===== src/rtl/seven_seg_pkg.sv =====
// Shared seven-segment definitions: active-low segment patterns (seg[0]=a .. seg[6]=g)
// for hex digits 0..F plus blank, and the capture FSM state type.
package seven_seg_pkg;

   localparam int unsigned SEG_W = 7;
   localparam int unsigned VAL_W = 4;

   localparam logic [SEG_W-1:0] SEG_0     = 7'b1000000;
   localparam logic [SEG_W-1:0] SEG_1     = 7'b1111001;
   localparam logic [SEG_W-1:0] SEG_2     = 7'b0100100;
   localparam logic [SEG_W-1:0] SEG_3     = 7'b0110000;
   localparam logic [SEG_W-1:0] SEG_4     = 7'b0011001;
   localparam logic [SEG_W-1:0] SEG_5     = 7'b0010010;
   localparam logic [SEG_W-1:0] SEG_6     = 7'b0000010;
   localparam logic [SEG_W-1:0] SEG_7     = 7'b1111000;
   localparam logic [SEG_W-1:0] SEG_8     = 7'b0000000;
   localparam logic [SEG_W-1:0] SEG_9     = 7'b0010000;
   localparam logic [SEG_W-1:0] SEG_A     = 7'b0001000;
   localparam logic [SEG_W-1:0] SEG_B     = 7'b0000011;
   localparam logic [SEG_W-1:0] SEG_C     = 7'b1000110;
   localparam logic [SEG_W-1:0] SEG_D     = 7'b0100001;
   localparam logic [SEG_W-1:0] SEG_E     = 7'b0000110;
   localparam logic [SEG_W-1:0] SEG_F     = 7'b0001110;
   localparam logic [SEG_W-1:0] SEG_BLANK = 7'b1111111;

   typedef enum logic [1:0] {
      IDLE    = 2'd0,
      SETTLE  = 2'd1,
      CAPTURE = 2'd2,
      HOLD    = 2'd3
   } cap_state_t;

endpackage


===== src/rtl/seg_pattern_decode.sv =====
// Combinational inverse of the hex-to-segment encoder; valid_c low for any
// pattern outside the 16-entry table.
module seg_pattern_decode
   import seven_seg_pkg::*;
(
   input  logic [SEG_W-1:0] seg,
   output logic [VAL_W-1:0] value_c,
   output logic             valid_c
);

   // Table lookup on the active-low segment pattern
   always_comb begin
      value_c = '0;
      valid_c = 1'b1;
      case (seg)
         SEG_0:   value_c = 4'h0;
         SEG_1:   value_c = 4'h1;
         SEG_2:   value_c = 4'h2;
         SEG_3:   value_c = 4'h3;
         SEG_4:   value_c = 4'h4;
         SEG_5:   value_c = 4'h5;
         SEG_6:   value_c = 4'h6;
         SEG_7:   value_c = 4'h7;
         SEG_8:   value_c = 4'h8;
         SEG_9:   value_c = 4'h9;
         SEG_A:   value_c = 4'hA;
         SEG_B:   value_c = 4'hB;
         SEG_C:   value_c = 4'hC;
         SEG_D:   value_c = 4'hD;
         SEG_E:   value_c = 4'hE;
         SEG_F:   value_c = 4'hF;
         default: valid_c = 1'b0;
      endcase
   end

endmodule


===== src/rtl/seven_segment_capture.sv =====
// Monitors a multiplexed active-low seven-segment bus and reconstructs the value
// shown on each digit once the pattern has been stable for STABLE_CYCLES cycles.
// Optional blank-digit support: define SEVEN_SEGMENT_CAPTURE_BLANK_EN.
module seven_segment_capture
   import seven_seg_pkg::*;
#(
   parameter int unsigned STABLE_CYCLES = 4,
   parameter int unsigned NUM_DIGITS    = 4
)
(
   input  logic                    clk,
   input  logic                    rst,
   input  logic [SEG_W-1:0]        seg,
   input  logic [NUM_DIGITS-1:0]   an,
   output logic [4*NUM_DIGITS-1:0] digits,
   output logic [NUM_DIGITS-1:0]   digit_valid,
   output logic                    frame_done,
   output logic                    err_pattern,
   output logic                    err_anode
`ifdef SEVEN_SEGMENT_CAPTURE_BLANK_EN
   ,
   output logic [NUM_DIGITS-1:0]   blank
`endif
);

   localparam int unsigned CNT_W = $clog2(STABLE_CYCLES + 1);
   localparam int unsigned IDX_W = (NUM_DIGITS > 1) ? $clog2(NUM_DIGITS) : 1;

   logic [SEG_W-1:0]      seg_q, seg_p;
   logic [NUM_DIGITS-1:0] an_q, an_p;
   logic [NUM_DIGITS-1:0] low_q, low_p;
   logic                  changed, one_hot, multi_q, multi_p;
   logic [IDX_W-1:0]      idx;
   cap_state_t            state, state_d;
   logic [CNT_W-1:0]      stab_cnt, stab_cnt_d;
   logic                  capture;
   logic [VAL_W-1:0]      dec_value;
   logic                  dec_valid, pat_ok;
   logic [NUM_DIGITS-1:0] seen, seen_d;

   // Input register plus one-cycle history used for change detection
   always_ff @(posedge clk) begin
      if (rst) begin
         seg_q <= '1;
         seg_p <= '1;
         an_q  <= '1;
         an_p  <= '1;
      end else begin
         seg_q <= seg;
         seg_p <= seg_q;
         an_q  <= an;
         an_p  <= an_q;
      end
   end

   // Change flag and anode population checks (x & (x-1) nonzero => two or more low)
   always_comb begin
      low_q   = ~an_q;
      low_p   = ~an_p;
      changed = (seg_q != seg_p) || (an_q != an_p);
      multi_q = (low_q & (low_q - NUM_DIGITS'(1))) != '0;
      multi_p = (low_p & (low_p - NUM_DIGITS'(1))) != '0;
      one_hot = (low_q != '0) && !multi_q;
   end

   // Active digit index from the one-hot-low anode vector
   always_comb begin
      idx = '0;
      for (int i = 0; i < NUM_DIGITS; i++) begin
         if (low_q[i]) idx = IDX_W'(i);
      end
   end

   seg_pattern_decode u_decode (
      .seg     (seg_q),
      .value_c (dec_value),
      .valid_c (dec_valid)
   );

`ifdef SEVEN_SEGMENT_CAPTURE_BLANK_EN
   logic is_blank;
   assign is_blank = (seg_q == SEG_BLANK);
   assign pat_ok   = dec_valid || is_blank;
`else
   assign pat_ok   = dec_valid;
`endif

   // FSM state and stability counter registers
   always_ff @(posedge clk) begin
      if (rst) begin
         state    <= IDLE;
         stab_cnt <= '0;
      end else begin
         state    <= state_d;
         stab_cnt <= stab_cnt_d;
      end
   end

   // Next-state logic; a change during CAPTURE abandons the capture and restarts settling
   always_comb begin
      state_d    = state;
      stab_cnt_d = stab_cnt;
      capture    = 1'b0;
      case (state)
         IDLE: begin
            if (one_hot) begin
               state_d    = SETTLE;
               stab_cnt_d = '0;
            end
         end
         SETTLE: begin
            if (changed) begin
               stab_cnt_d = '0;
               state_d    = one_hot ? SETTLE : IDLE;
            end else if (stab_cnt == CNT_W'(STABLE_CYCLES - 1)) begin
               state_d = CAPTURE;
            end else if (stab_cnt != CNT_W'(STABLE_CYCLES)) begin
               stab_cnt_d = stab_cnt + CNT_W'(1);
            end
         end
         CAPTURE: begin
            if (changed) begin
               stab_cnt_d = '0;
               state_d    = one_hot ? SETTLE : IDLE;
            end else begin
               capture = 1'b1;
               state_d = HOLD;
            end
         end
         HOLD: begin
            if (changed) begin
               stab_cnt_d = '0;
               state_d    = one_hot ? SETTLE : IDLE;
            end
         end
         default: state_d = IDLE;
      endcase
   end

   // Seen mask: cleared the cycle after it fills, keeping any capture landing that cycle
   always_comb begin
      seen_d = (&seen) ? '0 : seen;
      if (capture && pat_ok) seen_d = seen_d | (NUM_DIGITS'(1) << idx);
   end

   // Registered outputs
   always_ff @(posedge clk) begin
      if (rst) begin
         digits      <= '0;
         digit_valid <= '0;
         seen        <= '0;
         frame_done  <= 1'b0;
         err_pattern <= 1'b0;
         err_anode   <= 1'b0;
`ifdef SEVEN_SEGMENT_CAPTURE_BLANK_EN
         blank       <= '0;
`endif
      end else begin
         seen        <= seen_d;
         frame_done  <= &seen;
         err_pattern <= capture && !pat_ok;
         err_anode   <= multi_q && !multi_p;
         for (int i = 0; i < NUM_DIGITS; i++) begin
            if (capture && (IDX_W'(i) == idx)) begin
               if (dec_valid) begin
                  digits[4*i +: 4] <= dec_value;
                  digit_valid[i]   <= 1'b1;
`ifdef SEVEN_SEGMENT_CAPTURE_BLANK_EN
                  blank[i]         <= 1'b0;
`endif
               end
`ifdef SEVEN_SEGMENT_CAPTURE_BLANK_EN
               else if (is_blank) begin
                  blank[i]       <= 1'b1;
                  digit_valid[i] <= 1'b1;
               end
`endif
            end
         end
      end
   end

endmodule


===== config.mk =====
export PLATFORM = sky130hd
export DESIGN_NAME = seven_segment_capture
export DESIGN_NICKNAME = d
export VERILOG_FILES = /design/src/rtl/seven_seg_pkg.sv /design/src/rtl/seg_pattern_decode.sv /design/src/rtl/seven_segment_capture.sv
export SDC_FILE = /design/constraint.sdc
export NUM_CORES = 1
export LEC_CHECK = 0
export BUFFER_PORTS_ARGS = -buffer_cell sky130_fd_sc_hd__buf_4
export CORE_AREA = 2 2 86 88
export CTS_CLUSTER_DIAMETER = 50
export DETAILED_ROUTE_END_ITERATION = 10
export DIE_AREA = 0 0 88 90
export SLEW_MARGIN = 10
export SYNTH_ARGS = -nofsm -noshare
export SYNTH_HDL_FRONTEND = slang
export SYNTH_SLANG_ARGS = --single-unit
export TNS_END_PERCENT = 5

===== constraint.sdc =====
create_clock -name clk -period 6.1 [get_ports clk]
set_clock_uncertainty 0.05 [all_clocks]
set_input_delay 1.22 -clock clk [delete_from_list [all_inputs] [get_ports clk]]
set_output_delay 1.22 -clock clk [all_outputs]
set_load 0.02 [all_outputs]

==> reports/results.tsv, run 1 <==
stage	metric	value	unit
status	status	finished, final reports clean	
layout	most frequent cells in the layout	dfxtp_1 (54), buf_4 (35), or2_2 (23), nand2b_1 (19), mux2i_1 (17)	
die	core area	0.00702	mm2
global_routing	largest net degree at the start of global routing	62	
clock_network	cts hold-fix bufs	0	
global_routing	total grt overflow	0	
route	detailed-route vias per instance	4.83	
die	Die ar.	0.00792	mm2
pwr	Final Power	0.673	mW
global_routing	first-pass GRT wire length	8750	um
layout	Area Overhead vs Synth	15.0	%
timing	max_slew headroom	53.9	%
timing	Max Slew Vio Count	0	
setup_path	largest delay contributor family on the critical path	compound AO/OA/AOI/OAI gates	
setup_path	Critical Path Start Type	flop	
die	Top Ports	36	
place	# port buffers	35	
setup_path	crit path max fanout	19	
clock_network	CTS Sinks	54	
place	HPWL after DPL	3480	um
die	row cnt	31	
route	Residual DRC	0	
timing	Final TNS setup	0	ns
route	Initial DRC Count	64	
hold_path	Worst Hold End	digit_valid[0]	
clock_network	CTS root buffer	clkbuf_8	
die	Starting Density	38.4	%
hold_path	hold depth	2	
logic_synthesis	ys async rst share	0	%
logic_synthesis	Mean Syn Cell Area	9.86	um2
logic_synthesis	yosys warns	0	
global_routing	initial antenna violation count	0	
layout	utilization after layout	44.1	%
hold_path	Hold WC Path Type	flop to flop	
timing	endpoints failing setup	0	
layout	ant diodes	0	
setup_path	CP bufs+invs	0	
pwr	Int Power	0.513	mW
logic_synthesis	Post-synth EDFFs	0	
clock_network	clk buf depth	2	
place	GP Congestion	0.788	
setup_path	worst reg-to-reg path cell count	5	
setup_path	worst r2r dst	digits[1]	
logic_synthesis	sequential area share after synthesis	40.1	%
timing	Fmax	426	MHz
logic_synthesis	Mapped Cells	273	
setup_path	worst stage delay on the critical path	0.74	ns
setup_path	critical path arrival	2.48	ns
clock_network	clk_lat worst skew	0.30	ns
logic_synthesis	unique cell type count in the Yosys netlist	58	
route	via count	1917	
timing	unrepaired setup endpoints after global routing	no	
setup_path	flop2flop setup slack	3.76	ns
pwr	VDD IR max	0.0000969	V
global_routing	vias in the first global route	1830	
clock_network	clock-pin slew on the worst setup and hold paths	0.10	ns
setup_path	Crit Path Class	flop to flop	
setup_path	Crit path depth	5	
setup_path	CP max-delay cell	dfxtp_1	
logic_synthesis	Synth Net Count	289	
layout	layout cells sized above 1	28.9	%
setup_path	WP data required	6.24	ns
pwr	Psw	0.160	mW
clock_network	post-CTS sizing	0	
pwr	Lkg Pwr	1.25	nW
hold_path	HP Start	digit_valid[0]	
timing	Worst-Margin Slew	0.690	ns
timing	min cycle time layout	2.34	ns
clock_network	H-tree depth	2	
timing	period utilisation layout	38.4	%
pwr	P per Cell Area	217	mW/mm2
setup_path	Critical Path, Cell by Cell	and2_1, nand2_1, o211ai_2, o311ai_4, mux2i_1	
pwr	Logic pwr share	7.7	%
pwr	Clk pwr share	36.5	%
timing	Fin. Hold Viols	0	
clock_network	TritonCTS buffer count	5	
clock_network	CTS tree	yes	
route	ANT nets after route	0	
route	DR WL/cell	12.6	um
die	die height	90	um
setup_path	worst flop-to-flop path startpoint	seg_q[3]	
logic_synthesis	Synth Flop Type	dfxtp_1	
global_routing	GRT Overall Usage	13.7	%
logic_synthesis	#FFs+latches synth	54	
logic_synthesis	post-synthesis cell area	0.00269	mm2
setup_path	CP Capture Type	flop	
pwr	Sw Share	23.8	%
die	Die W	88	um
route	final WL	5020	um
flow_run	max-cap viol count	0	
clock_network	postcts setup bufs	0	
layout	commonest non-fill, non-tap cell in the layout	dfxtp_1	
pwr	sequential power share	55.8	%
route	drt first pass iters	4	
layout	nets	313	
flip-flops by register name (all words and copies together) (netlist names):
| register | cells |
|---|---|
| digits | 16 |
| seg_p | 7 |
| seg_q | 7 |
| an_p | 4 |
| an_q | 4 |
| digit_valid | 4 |
| seen | 4 |
| stab_cnt | 3 |
| state | 2 |
| err_anode | 1 |
| err_pattern | 1 |
| frame_done | 1 |
cells by family (layout without fill, tap and decap cells):
group	count (synthesis)	after routing	share of synthesized area [%]
compound gates	45	45	15.2
xor+xnor	11	11	4.41
fa+ha+maj	4	4	1.77
buf+inv	28	53	5.07
flops	54	54	40.1
mux	18	18	6.74
simple gates	113	113	26.6
through the flow:
| stage | hold slack, ns | cells | setup WS (ns) | instance area, um2 |
|---|---|---|---|---|
| 6_report | 0.405 | 397 | 3.76 | 3100 |
| 5_1_grt | 0.423 | 397 | 3.56 | 3100 |
| 4_1_cts | 0.409 | 397 | 3.76 | 3100 |
| 3_5_place_dp | 0.392 | 389 | 3.78 | 2980 |
| 3_3_place_gp | 0.394 | 389 | 3.80 | 2980 |
| 2_1_floorplan | 0.386 | 273 | 4.13 | 2690 |
worst max-delay path by stage:
stage	from	to	slack, ns
after floorplan	rst	frame_done	4.13
after global placement	rst	stab_cnt[0]	3.80
after detailed placement	rst	stab_cnt[0]	3.78
after CTS	seg_q[3]	digits[7]	3.76
after global routing	seg_q[3]	digits[7]	3.56
final	seg_q[3]	digits[1]	3.76
metal layers:
| layer | global-route usage, % | up-vias | share of wire, % |
|---|---|---|---|
| met4 | 4.62 | 0 | 1.4 |
| met3 | 2.48 | 7 | 2.6 |
| met2 | 21.9 | 23 | 48 |
| li1 | - | 1008 | - |
| met5 | 0 | - | 0 |
| met1 | 18.4 | 879 | 48 |
worst reg2reg max path, stage by stage (launching register included):
cell      delay (ns)
dfxtp_1         0.74
and2_1          0.37
nand2_1         0.10
o211ai_2        0.57
o311ai_4        0.24
mux2i_1         0.17
power by group through the flow:
stage          logic, mW  registers (mW)  clock network (mW)
4_1_cts           0.0528           0.376               0.255
3_5_place_dp      0.0525           0.384                   0
5_1_grt           0.0575           0.378               0.268
2_1_floorplan     0.0502           0.374                   0
6_report          0.0518           0.376               0.245
3_3_place_gp      0.0525           0.384                   0
area by class of cell:
cell class / count / area [um2]
Inverter: 10 / 37.5
Timing Repair Buffer: 35 / 263
Clock buffer: 5 / 68.8
Sequential cell: 54 / 1080
Clock inverter: 3 / 47.5
Multi-Input combinational cell: 191 / 1480
Tap cell: 99 / 124
Fill cell: 682 / 3920
cells in the mapped netlist, types with 2 or more instances:
cell | count | area (um2)
nand3_1 | 3 | 15.0
or3_1 | 2 | 12.5
or2_2 | 23 | 144
nand2b_1 | 19 | 119
and3_1 | 2 | 12.5
a21o_1 | 3 | 22.5
nor4_1 | 4 | 25.0
buf_2 | 7 | 35.0
nor3b_1 | 5 | 37.5
nand4_2 | 2 | 25.0
buf_6 | 3 | 33.8
or4_1 | 3 | 22.5
a211oi_1 | 2 | 15.0
inv_1 | 10 | 37.5
mux2i_1 | 17 | 170
o311ai_4 | 4 | 105
a21oi_1 | 13 | 65.1
nand4_1 | 2 | 12.5
nor2b_1 | 3 | 18.8
o311ai_1 | 3 | 26.3
or3b_2 | 2 | 17.5
xnor2_2 | 3 | 48.8
nand3b_1 | 3 | 22.5
ha_1 | 3 | 37.5
nor3_1 | 7 | 35.0
dfxtp_1 | 54 | 1080
nand2_1 | 12 | 45.0
xnor2_1 | 8 | 70.1
o21ai_0 | 5 | 25.0
nor2_1 | 9 | 33.8
clkbuf_1 | 8 | 30.0
and3b_1 | 3 | 26.3
(Power assumes the default switching activity.)
==> run 2, diff against run 1 <==
==> constraint.sdc (replaced) <==
create_clock -name clk -period 2.2 [get_ports clk]
set_clock_uncertainty 0.05 [all_clocks]
set_input_delay 0.44 -clock clk [delete_from_list [all_inputs] [get_ports clk]]
set_output_delay 0.44 -clock clk [all_outputs]
set_load 0.02 [all_outputs]
==> reports/results.tsv, run 2 (synthesis gave the netlist of run 1 again) <==
stage	metric	value	unit	change
status	status	finished, final reports clean		unchanged
pwr	P per Cell Area	575	mW/mm2	was 217 mW/mm2
layout	max FFs per register	16		unchanged
route	drt first pass iters	4		unchanged
die	Die ar.	0.00792	mm2	unchanged
die	core area	0.00702	mm2	unchanged
clock_network	clk buf depth	2		unchanged
hold_path	Hold WC Path Type	input port to flop		was flop to flop
place	# port buffers	35		unchanged
timing	Fin Hold WS	0.265	ns	was 0.405 ns
flow_run	max-cap viol count	0		unchanged
setup_path	worst reg-to-reg path cell count	5		unchanged
layout	Area Overhead vs Synth	20.6	%	was 15.0%
setup_path	critical path arrival	2.24	ns	was 2.48 ns
global_routing	largest net degree at the start of global routing	62		unchanged
timing	period utilisation layout	93.3	%	was 38.4%
timing	Max Slew Vio Count	0		unchanged
clock_network	H-tree depth	2		unchanged
pwr	Final Power	1.87	mW	was 0.673 mW
global_routing	met2 usage	23.2	%	was 21.9%
route	DR WL/cell	12.6	um	about the same
place	Place WS	0.0861	ns	was 3.78 ns
place	GP Congestion	0.810		was 0.788
setup_path	Critical Path, Cell by Cell	xnor2_2, nand4_2, or3_1, or4_1, mux2i_1		was and2_1, nand2_1, o211ai_2, o311ai_4, mux2i_1
setup_path	crit path max fanout	9		was 19
layout	largest register by flop count	digits		unchanged
setup_path	flop2flop setup slack	0.15	ns	was 3.76 ns
global_routing	Top Usage Layer GRT	met2		unchanged
clock_network	TritonCTS buffer count	5		unchanged
global_routing	first-pass GRT wire length	9140	um	was 8750 um
timing	Worst-Margin Slew	0.500	ns	was 0.690 ns
timing	Fin. Hold Viols	0		unchanged
setup_path	worst flop-to-flop path startpoint	an_q[3]		was seg_q[3]
route	final WL	5200	um	was 5020 um
clock_network	CTS tree	yes		unchanged
global_routing	initial antenna violation count	0		unchanged
hold_path	HP Start	seg[2]		was digit_valid[0]
global_routing	grt met1 use	19.2	%	was 18.4%
global_routing	GRT Overall Usage	14.2	%	was 13.7%
timing	min cycle time layout	2.05	ns	was 2.34 ns
layout	commonest non-fill, non-tap cell in the layout	buf_4		was dfxtp_1
timing	endpoints failing setup	0		unchanged
clock_network	CTS Sinks	54		unchanged
timing	Final WS setup	0.147	ns	was 3.76 ns
layout	layout cells sized above 1	34.0	%	was 28.9%
setup_path	worst r2r dst	stab_cnt[0]		was digits[1]
timing	unrepaired setup endpoints after global routing	no		unchanged
layout	nets	330		was 313
global_routing	met3 Use GR	2.48	%	unchanged
route	ANT nets after route	0		unchanged
setup_path	worst stage delay on the critical path	0.52	ns	was 0.74 ns
timing	max_slew headroom	66.2	%	was 53.9%
pwr	Lkg Pwr	1.33	nW	was 1.25 nW
pwr	VDD IR max	0.000265	V	was 0.0000969 V
die	row cnt	31		unchanged
timing	Final TNS setup	0	ns	unchanged
die	Top Ports	36		unchanged
global_routing	total grt overflow	0		unchanged
route	via count	2019		was 1917
layout	Largest regs	digits x16, seg_p x7, seg_q x7		unchanged
place	HPWL after DPL	3740	um	was 3480 um
layout	ant diodes	0		unchanged
die	Die W	88	um	unchanged
clock_network	CTS root buffer	clkbuf_8		unchanged
setup_path	CP max-delay cell	dfxtp_1		unchanged
route	Residual DRC	0		unchanged
route	Initial DRC Count	80		was 64
route	detailed-route vias per instance	4.88		was 4.83
layout	non-filler instance count after layout	414		was 397
setup_path	Crit Path Class	flop to flop		unchanged
hold_path	Worst Hold End	seg_q[2]		was digit_valid[0]
setup_path	Critical Path Start Type	flop		unchanged
setup_path	WP data required	2.39	ns	was 6.24 ns
die	Starting Density	38.4	%	unchanged
clock_network	clock-pin slew on the worst setup and hold paths	0.10	ns	about the same
clock_network	clk_lat worst skew	0.30	ns	about the same
die	die height	90	um	unchanged
hold_path	hold depth	2		unchanged
layout	most frequent cells in the layout	buf_4 (51), dfxtp_1 (50), or2_2 (23), nand2b_1 (19), mux2i_1 (17)		was dfxtp_1 (54), buf_4 (35), or2_2 (23), nand2b_1 (19), mux2i_1 (17)
timing	Fmax	487	MHz	was 426 MHz
setup_path	CP Capture Type	flop		unchanged
global_routing	vias in the first global route	1959		was 1830
place	placed insts	406		was 389
==> run 2: cell types whose count changed in the layout (fill, tap and decap cells not counted), sizes merged <==
| cell | change |
|---|---|
| buf | +17 |
| clkinv | -1 |
| clkinvlp | +2 |
| inv | -1 |
==> run 2: worst max-delay path, delay by kind of cell (launching register included) <==
kind / cells / cell delay (ns)
and+or+nand+nor: 3 / 1.12
DFF: 1 / 0.52
xor gates and xnor gates: 1 / 0.17
muxes: 1 / 0.13
==> run 2: where the power goes <==
group | internal (mW) | switching [mW] | total, mW | leakage [nW]
logic | 0.0906 | 0.0800 | 0.171 | 0.842
registers | 0.999 | 0.0339 | 1.03 | 0.440
clock network | 0.339 | 0.325 | 0.664 | 0.0504
==> run 2: repair_timing <==
item	CTS	global route
setup buffers	0	0
gates resized for setup	0	5
hold buffers	0	0
setup endpoints to repair	0	20
==> run 2: stage by stage <==
step                utilization [%]  cell area (um2)
floorplan                         -             2690
global placement               44.4             3120
detailed placement             44.4             3120
CTS                            46.1             3230
global route                   46.2             3250
finish                         46.2             3250
==> run 2: cell type report <==
cell class / count / area, um2
fillers: 701 / 3770
multi-input cells: 191 / 1480
flip-flops and latches: 54 / 1090
repair buffers: 52 / 403
well taps: 99 / 124
clock buffers: 5 / 68.8
clock inverters: 3 / 45.0
inverters: 10 / 37.5
==> run 2: worst max path at each step <==
stage	from	endpoint	slack [ns]	cells after the start
finish	an_q[3]	stab_cnt[0]	0.15	5
global route	seg_q[3]	digits[6]	0.002	7
CTS	seg_q[6]	stab_cnt[0]	0.06	5
detailed placement	seg_q[6]	stab_cnt[0]	0.09	5
global placement	seg_q[6]	stab_cnt[2]	0.10	5
floorplan	an_q[3]	stab_cnt[0]	0.28	7
==> run 2: metal layers <==
layer | vias up | wire length, um
li1 | 1041 | -
met1 | 945 | 2440
met2 | 28 | 2540
met3 | 5 | 152
met4 | 0 | 68
met5 | - | 0
==> run 3, diff against run 2 <==
--- a/config.mk
+++ b/config.mk
@@ -6,10 +6,10 @@
 export NUM_CORES = 1
 export LEC_CHECK = 0
 export BUFFER_PORTS_ARGS = -buffer_cell sky130_fd_sc_hd__buf_4
-export CORE_AREA = 2 2 86 88
+export CORE_AREA = 2 2 98 77
 export CTS_CLUSTER_DIAMETER = 50
 export DETAILED_ROUTE_END_ITERATION = 10
-export DIE_AREA = 0 0 88 90
+export DIE_AREA = 0 0 100 79
 export SLEW_MARGIN = 10
 export SYNTH_ARGS = -nofsm -noshare
 export SYNTH_HDL_FRONTEND = slang
==> reports/results.tsv, run 3 (synthesis gave the netlist of run 1 again) <==
stage	metric	value	unit	change
timing	period utilisation layout	93.1	%	was 93.3%
global_routing	vias in the first global route	1942		was 1959
route	ANT nets after route	0		unchanged
die	Die ar.	0.00790	mm2	was 0.00792 mm2
timing	Worst-Margin Slew	0.502	ns	was 0.500 ns
clock_network	H-tree depth	2		unchanged
setup_path	crit path max fanout	9		unchanged
die	Top Ports	36		unchanged
route	detailed-route vias per instance	4.98		was 4.88
layout	Largest regs	digits x16, seg_p x7, seg_q x7		unchanged
global_routing	first-pass GRT wire length	9320	um	was 9140 um
die	core area	0.00703	mm2	was 0.00702 mm2
global_routing	GRT Overall Usage	14.9	%	was 14.2%
hold_path	HP Start	an[1]		was seg[2]
setup_path	worst flop-to-flop path startpoint	seg_q[4]		was an_q[3]
place	# port buffers	35		unchanged
setup_path	WP data required	2.38	ns	was 2.39 ns
place	HPWL after DPL	3850	um	was 3740 um
timing	Fmax	488	MHz	was 487 MHz
timing	Fin. Hold Viols	0		unchanged
pwr	P per Cell Area	544	mW/mm2	was 575 mW/mm2
clock_network	clk buf depth	2		unchanged
clock_network	CTS tree	yes		unchanged
flow_run	max-cap viol count	0		unchanged
place	Place WS	0.101	ns	was 0.0861 ns
route	final WL	5430	um	was 5200 um
layout	layout cells sized above 1	35.3	%	was 34.0%
die	Starting Density	38.3	%	was 38.4%
layout	nets	337		was 330
route	Initial DRC Count	80		unchanged
setup_path	flop2flop setup slack	0.15	ns	about the same
route	drt first pass iters	4		unchanged
pwr	Lkg Pwr	1.36	nW	was 1.33 nW
setup_path	CP Capture Type	flop		unchanged
route	via count	2028		was 2019
timing	Max Slew Vio Count	0		unchanged
setup_path	Crit. Startpoint	seg_q[4]		was an_q[3]
route	DR WL/cell	13.3	um	was 12.6 um
setup_path	Crit Path Class	flop to flop		unchanged
hold_path	hold depth	2		unchanged
clock_network	TritonCTS buffer count	5		unchanged
global_routing	largest net degree at the start of global routing	62		unchanged
layout	largest register by flop count	digits		unchanged
route	Residual DRC	0		unchanged
global_routing	total grt overflow	0		unchanged
die	die height	79	um	was 90 um
place	GP Congestion	0.849		was 0.810
clock_network	cts hold-fix bufs	0		unchanged
timing	endpoints failing setup	0		unchanged
global_routing	initial antenna violation count	0		unchanged
timing	max_slew headroom	66.5	%	was 66.2%
setup_path	worst r2r dst	digits[1]		was stab_cnt[0]
timing	Final WS setup	0.151	ns	was 0.147 ns
setup_path	worst reg-to-reg path cell count	7		was 5
status	status	finished, final reports clean		unchanged
clock_network	clock-pin slew on the worst setup and hold paths	0.09	ns	was 0.10 ns
layout	FILL cells	682		was 701
layout	most frequent cells in the layout	buf_4 (58), dfxtp_1 (51), or2_2 (23), nand2b_1 (19), mux2i_1 (17)		was buf_4 (51), dfxtp_1 (50), or2_2 (23), nand2b_1 (19), mux2i_1 (17)
hold_path	Hold WC Path Type	input port to flop		unchanged
timing	min cycle time layout	2.05	ns	about the same
layout	Area Overhead vs Synth	20.7	%	was 20.6%
setup_path	crit path to	digits[1]		was stab_cnt[0]
layout	max FFs per register	16		unchanged
timing	Final TNS setup	0	ns	unchanged
layout	ant diodes	0		unchanged
die	Die W	100	um	was 88 um
clock_network	clk_lat worst skew	0.31	ns	was 0.30 ns
layout	commonest non-fill, non-tap cell in the layout	buf_4		unchanged
pwr	VDD IR max	0.000218	V	was 0.000265 V
setup_path	Critical Path Start Type	flop		unchanged
setup_path	critical path arrival	2.23	ns	was 2.24 ns
die	row cnt	27		was 31
timing	unrepaired setup endpoints after global routing	no		unchanged
layout	utilization after layout	46.3	%	was 46.2%
clock_network	CTS root buffer	clkbuf_8		unchanged
clock_network	CTS Sinks	54		unchanged
## run 3: worst max-delay path, stage by stage (launching register included)
cell      delay [ns]
dfxtp_1         0.38
buf_4           0.19
and4bb_2        0.25
nand2_1         0.08
o211ai_2        0.13
buf_4           0.20
o311ai_4        0.42
mux2i_1         0.26
## run 3: power by group
part | internal, mW | switching, mW
logic | 0.0967 | 0.0876
registers | 0.999 | 0.0310
clock network | 0.244 | 0.312
## run 3: layer usage
layer,global-route usage [%],up-vias,part of all wire [%]
met5,0,-,0
met3,3.26,7,3.8
met4,4.52,0,1.1
met2,23.1,35,45
li1,-,1051,-
met1,20.7,935,50
## run 3: repair_timing
action | in CTS | in global routing
endpoints found under the setup margin | 0 | 15
resized for setup | 0 | 5
buffers inserted | 0 | 0
## run 3: worst min path at each step
stage                     endpoint  slack [ns]
floorplan                  seen[2]        0.39
global placement    digit_valid[3]        0.39
detailed placement  digit_valid[0]        0.39
CTS                        an_q[1]        0.26
global route               an_q[1]        0.25
finish                     an_q[1]        0.26
## run 3: per-stage QoR
step                total power [mW]  cell area [um2]  std cells  hold slack [ns]
floorplan                       1.18             2690        273            0.386
global placement                1.23             3160        401            0.387
detailed placement              1.23             3160        401            0.392
CTS                             1.78             3240        407            0.256
global route                    1.84             3250        407            0.254
finish                          1.77             3250        407            0.258
## run 3: cell type report
cell class | instances | area [um2] | area share, %
Timing Repair Buffer | 59 | 455 | 14.0
Inverter | 10 | 37.5 | 1.15
Sequential cell | 54 | 1080 | 33.4
Clock buffer | 6 | 82.6 | 2.54
Multi-Input combinational cell | 191 | 1480 | 45.6
Tap cell | 87 | 109 | 3.35
